### src/rtl/ped_request_conditioner_if.sv
// Signal bundle between the push-button front end and the pedestrian light controller.
interface ped_request_conditioner_if;
  logic       button_raw;
  logic       ack;
  logic       button;
  logic       pressed;
  logic [7:0] press_count;

  modport master (
    output button_raw,
    output ack,
    input  button,
    input  pressed,
    input  press_count
  );

  modport slave (
    input  button_raw,
    input  ack,
    output button,
    output pressed,
    output press_count
  );
endinterface

### src/rtl/ped_request_conditioner.sv
// Synchronizes and debounces the pedestrian push-button, holds a request until acked,
// and counts accepted presses.
//
// state         | meaning
// IDLE          | debounced level low, waiting for a high sample
// COUNT_PRESS   | counting consecutive high samples
// PRESSED       | debounced level high
// COUNT_RELEASE | counting consecutive low samples
module ped_request_conditioner #(
  parameter int DEBOUNCE_CYCLES = 16,
  parameter int SYNC_STAGES     = 2
) (
  input  logic                 sys_clkp,
  input  logic                 rst_n,
  ped_request_conditioner_if.slave bus
);

  localparam int CNT_W = $clog2(DEBOUNCE_CYCLES + 1);
  // cnt already holds the samples seen so far, so the final stable sample arrives at LAST
  localparam logic [CNT_W-1:0] CNT_LAST = CNT_W'(DEBOUNCE_CYCLES - 1);
  localparam logic [CNT_W-1:0] CNT_ONE  = CNT_W'(1);

  typedef enum logic [1:0] {
    IDLE          = 2'd0,
    COUNT_PRESS   = 2'd1,
    PRESSED       = 2'd2,
    COUNT_RELEASE = 2'd3
  } state_t;

  state_t           state_q, state_d;
  logic [CNT_W-1:0] cnt_q, cnt_d;
  logic             accept;
  logic [SYNC_STAGES-1:0] sync_q;
  logic             sync_lvl;
  logic             button_q;
  logic [7:0]       count_q;

  assign sync_lvl = sync_q[SYNC_STAGES-1];

  always_ff @(posedge sys_clkp) begin
    if (!rst_n) begin
      sync_q   <= '0;
      state_q  <= IDLE;
      cnt_q    <= '0;
      button_q <= 1'b0;
      count_q  <= 8'd0;
    end else begin
      sync_q  <= {sync_q[SYNC_STAGES-2:0], bus.button_raw};
      state_q <= state_d;
      cnt_q   <= cnt_d;
      // a fresh press beats a coincident ack
      if (accept) begin
        button_q <= 1'b1;
      end else if (bus.ack) begin
        button_q <= 1'b0;
      end
      if (accept && (count_q != 8'd255)) begin
        count_q <= count_q + 8'd1;
      end
    end
  end

  always_comb begin
    state_d = state_q;
    cnt_d   = cnt_q;
    accept  = 1'b0;
    unique case (state_q)
      IDLE: begin
        if (sync_lvl) begin
          state_d = COUNT_PRESS;
          cnt_d   = CNT_ONE;
        end else begin
          cnt_d = '0;
        end
      end
      COUNT_PRESS: begin
        if (!sync_lvl) begin
          state_d = IDLE;
          cnt_d   = '0;
        end else if (cnt_q == CNT_LAST) begin
          state_d = PRESSED;
          cnt_d   = '0;
          accept  = 1'b1;
        end else begin
          cnt_d = cnt_q + CNT_ONE;
        end
      end
      PRESSED: begin
        if (!sync_lvl) begin
          state_d = COUNT_RELEASE;
          cnt_d   = CNT_ONE;
        end
      end
      COUNT_RELEASE: begin
        if (sync_lvl) begin
          state_d = PRESSED;
          cnt_d   = '0;
        end else if (cnt_q == CNT_LAST) begin
          state_d = IDLE;
          cnt_d   = '0;
        end else begin
          cnt_d = cnt_q + CNT_ONE;
        end
      end
      default: begin
        state_d = IDLE;
        cnt_d   = '0;
      end
    endcase
  end

  assign bus.pressed     = (state_q == PRESSED) || (state_q == COUNT_RELEASE);
  assign bus.button      = button_q;
  assign bus.press_count = count_q;

endmodule
### src/flat_wrapper.sv
// flat-port wrapper written by rule: the top's interface ports become plain ports
module ped_request_conditioner_flat 
#(
  parameter int DEBOUNCE_CYCLES = 16,
  parameter int SYNC_STAGES     = 2
)
  (sys_clkp, rst_n, bus_button_raw, bus_ack, bus_button, bus_pressed, bus_press_count);
  ped_request_conditioner_if bus_i ();
  input  logic sys_clkp;
  input  logic rst_n;
  input wire logic [$bits(bus_i.button_raw)-1:0] bus_button_raw;
  input wire logic [$bits(bus_i.ack)-1:0] bus_ack;
  output wire logic [$bits(bus_i.button)-1:0] bus_button;
  output wire logic [$bits(bus_i.pressed)-1:0] bus_pressed;
  output wire logic [$bits(bus_i.press_count)-1:0] bus_press_count;
  assign bus_i.button_raw = bus_button_raw;
  assign bus_i.ack = bus_ack;
  assign bus_button = bus_i.button;
  assign bus_pressed = bus_i.pressed;
  assign bus_press_count = bus_i.press_count;
  ped_request_conditioner #(.DEBOUNCE_CYCLES(DEBOUNCE_CYCLES), .SYNC_STAGES(SYNC_STAGES)) u_core (.sys_clkp(sys_clkp), .rst_n(rst_n), .bus(bus_i));
endmodule
### config.mk
export PLATFORM = sky130hd
export DESIGN_NAME = ped_request_conditioner_flat
export DESIGN_NICKNAME = d
export VERILOG_FILES = /design/src/rtl/ped_request_conditioner_if.sv /design/src/rtl/ped_request_conditioner.sv /design/src/flat_wrapper.sv
export SDC_FILE = /design/constraint.sdc
export NUM_CORES = 1
export LEC_CHECK = 0
export ABC_AREA = 0
export BUFFER_PORTS_ARGS = -buffer_cell sky130_fd_sc_hd__buf_2
export CORE_MARGIN = 3
export CORE_UTILIZATION = 46
export CTS_CLUSTER_SIZE = 28
export DETAILED_ROUTE_END_ITERATION = 8
export PLACE_DENSITY_LB_ADDON = 0.15
export SYNTH_ARGS = -nofsm -noshare
export SYNTH_HDL_FRONTEND = slang
export SYNTH_SLANG_ARGS = --single-unit
### constraint.sdc
create_clock -name sys_clkp -period 2.8 [get_ports sys_clkp]
set_input_delay 0.42 -clock sys_clkp [delete_from_list [all_inputs] [get_ports sys_clkp]]
set_output_delay 0.42 -clock sys_clkp [all_outputs]
set_load 0.01 [all_outputs]
==> impl.org <==
** STA
- Slew at the pin closest to its max-slew limit :: 0.9032 ns
- The number of hold violations in the final report was 0.
- The max-slew violation total from the final report came to 0.
- RSZ-0062 raised after global routing :: false
- Final setup skew :: 0.002761 ns
- Total Negative Setup Slacks :: 0 ns
- Maximum clock rate :: 531.3 MHz
- Relative slew slack :: 39.32%
- Share of the clock period used by the worst path :: 67.22%
- Min cycle time layout :: 1.882 ns
- Setup violations remaining at the end of the flow were counted as 0.

** Global route
- Wire length of the first global-routing pass :: 2829 um
- Global routing consumed, over all layers together, 14.26% of the routing resources.
- GR Overflow Total :: 0
- The number of antenna violations at the first check in global routing was 0.
- Entering global routing, the biggest net connects 13 pins.
- Number of global-route vias before repair :: 665

** Floorplan
- The initial utilization of the core area, before any placement, comes to 50.46%.
- The floorplan step set the die width to 50.23 um.
- Vert. Die Dim :: 50.23 um
- Pin placement for this block handled 14 I/O pins.
- The region available for standard cell placement spans 1783 um^2.
- Std-Cell Rows :: 15
- The die covers 2523 um^2.

** Clocking
- PostCTS Resize Cnt :: 0
- TritonCTS clock tree :: yes
- Clock root cell :: sky130_fd_sc_hd__clkbuf_4
- TritonCTS created 3 clock buffers.
- Clk_lat worst skew :: 0.29 ns
- In this run the post-CTS setup repair buffer count came out at 0.
- H-tree lvl count :: 1
- Number of clock sinks :: 18
- CTS clock-pin slew for the worst setup and hold paths :: 0.11 ns
- Total of hold buffers inserted after clock tree synthesis :: 0
- Deepest clock path buffer count :: 2

** Detailed routing
- Number of remaining DRC errors :: 0
- Detailed-route vias per instance :: 5.504
- Initial DRC count :: 21
- The routed layout has 743 vias.
- Wire per inst :: 11.81 um
- The final layout contains routed wiring with a total length of 1594 um.
- Detailed-router iteration count before antenna repair :: 4
- Once detail routing completed, the nets flagged for antenna violations numbered 0.

** Power
- Highest ir drop seen on vdd :: 0.2522 mV
- Dividing total power by cell area gives a power density of 445.0 nW/um^2.
- Static power due to leakage :: 0.0003646 uW
- Power comes to 431.5 uW.

** Critical path
- Arrival time at the worst endpoint :: 2.08 ns
- In this run the worst path has a maximum fanout of 11.
- Cell-by-cell listing of the critical path :: ha_1 -> nand2_1 -> nor3_1 -> o311ai_0 -> o41ai_1
- Counting both buffers and inverters, the worst setup path holds a total of 0.
- Startpoint-to-endpoint class of the critical path :: register to register
- For this run, the slowest stage of the critical path takes 0.76 ns.
- Slowest cell on crit path :: sky130_fd_sc_hd__nor3_1
- The worst setup path is captured at a register.
- Required arrival time at the worst endpoint :: 3.00 ns
- On the critical path the largest part of the delay comes from simple AND/OR/NAND/NOR gates.
- Worst setup SP type :: register

** Cells and area
- For this run, the post-layout net count is 117.
- The number of antenna diodes in the final layout is 0.
- Summing all flip-flop and latch instances after layout gives 360.3 um^2.
- Summing all multi-input logic gate instances after layout gives 461.7 um^2.
- Count of fill cells added during filler insertion :: 178
- P&R area growth vs syn :: 7.789%
- Share of layout cells above drive strength 1 :: 20.91%

** Synth
- Syn_area_per_cell :: 9.087 um^2
- Mapped Cells :: 99
- Number of storage elements in the synthesis netlist :: 18
- Ranking of synthesized cells by area :: sky130_fd_sc_hd__dfxtp_1 (40%), sky130_fd_sc_hd__a21oi_1 (5.0%), sky130_fd_sc_hd__nand2_1 (4.2%)
- For this run, the register share of the synthesized area comes to 40.06%.
- Warnings from Yosys :: 0
- The largest total area in the synthesized netlist belongs to sky130_fd_sc_hd__dfxtp_1.
- Net Count, Synth :: 105
- After synthesis, the share of flip-flops with an asynchronous set or reset is 0%.
- Number of enable-type register cells in the synthesized netlist :: 0
- The number of different library cells used by synthesis comes to 37.
- Yosys top cell area share :: 40.06%
- Cell Area, Synth :: 899.6 um^2
- Top flip-flop cell by instance count after synthesis :: sky130_fd_sc_hd__dfxtp_1

** Run status
- The run finished with clean final reports.

** Placement
- Global placement routability congestion :: 0.8254
- Total half-perimeter wirelength after legalization and detailed placement :: 1147 um
- Count of input and output buffers :: 13

** Run
- Max-cap violations in this run came to 0.

** Hold path
- The tightest min-delay check is of the input port to register type.
routing by layer:
layer  vias to the layer above  share of wire (%)  track usage (%)
met5                         -                  0                0
met4                         0               0.82            3.687
met3                         2                6.6            4.748
met2                        20                 41            21.30
met1                       341                 52            19.52
li1                        380                  -                -
Yosys cell counts, drive strengths merged, types with 2 or more instances:
cell and count:
o31ai 3, o21ai 4, nand3 6, ha 2, nor2b 3, inv 4, buf 2, dfxtp 18
xnor2 2, clkbuf 3, a21oi 9, nand2 10, nor3 3, nor2 3, and3 4, and2 4
or4 3
state kept, by name (all words and copies together), names as in the netlist, named ones only:
register                count
u_core.bus.button           1
u_core.state_q              1
u_core.bus.press_count      8
u_core.sync_q               2
u_core.cnt_q                5
worst reg2reg max path, delay by kind of cell (launching register included):
| family | cells | cell delay [ns] |
|---|---|---|
| flops | 1 | 0.40 |
| simple gates | 2 | 0.86 |
| compound gates | 2 | 0.33 |
| fa+ha+maj | 1 | 0.21 |
area by class of cell:
cell class / count / area share, %
clock buffers: 4 / 3.742
multi-input cells: 71 / 47.61
repair buffers: 13 / 6.710
well taps: 25 / 3.226
inverters: 4 / 1.548
flip-flops and latches: 18 / 37.16
cells by family after synthesis:
group                    after synthesis  share of synthesized area (%)
adder cells (fa/ha/maj)                2                          2.781
AND/OR/NAND/NOR                       42                          28.51
flip-flops                            18                          40.06
AO/OA/AOI/OAI                         24                          17.11
buffers and inverters                 10                          8.623
XOR/XNOR                               3                          2.921
worst paths after layout:
| kind | end | cells past startpoint | start | slack [ns] |
|---|---|---|---|---|
| max | u_core.bus.press_count[5] | 5 | u_core.bus.press_count[0] | 0.92 |
| min | u_core.sync_q[0] | 2 | bus_button_raw | 0.33 |
| max reg2reg | u_core.bus.press_count[5] | 5 | u_core.bus.press_count[0] | 0.92 |
| min reg2reg | u_core.sync_q[1] | 1 | u_core.sync_q[0] | 0.44 |
power breakdown:
part	leakage [uW]	internal [uW]	switching (uW)	total, uW
sequential	0.000146	258	2.73	261
clock	0.0000210	79.1	81.1	160
combinational	0.000198	4.47	6.14	10.6
layout by cell type, fill, tap and decap left out, types with 2 or more instances in the layout:
master,n
sky130_fd_sc_hd__and3_2,2
sky130_fd_sc_hd__inv_1,4
sky130_fd_sc_hd__xnor2_1,2
sky130_fd_sc_hd__nor2b_1,2
sky130_fd_sc_hd__a21oi_1,9
sky130_fd_sc_hd__clkbuf_4,3
sky130_fd_sc_hd__dfxtp_1,18
sky130_fd_sc_hd__buf_2,13
sky130_fd_sc_hd__ha_1,2
sky130_fd_sc_hd__nand3_1,5
sky130_fd_sc_hd__o21ai_0,4
sky130_fd_sc_hd__o31ai_1,3
sky130_fd_sc_hd__and3_1,2
sky130_fd_sc_hd__or4_1,3
sky130_fd_sc_hd__nand2_1,10
sky130_fd_sc_hd__and2_1,4
sky130_fd_sc_hd__nor2_1,3
sky130_fd_sc_hd__nor3_1,3
through the flow:
stage               cell area (um^2)  util [%]  hold slack, ns  cells  worst slack (ns)
finish                         969.7     54.39          0.3322    135            0.9180
global route                   969.7     54.39          0.3311    135            0.6942
CTS                            969.7     54.39          0.3258    135            0.9455
detailed placement             933.4     52.35          0.4212    131            0.9648
global placement               933.4     52.35          0.4176    131             1.026
floorplan                      899.6         -          0.4118     99             1.125
Power figures use the tool's default switching activity.
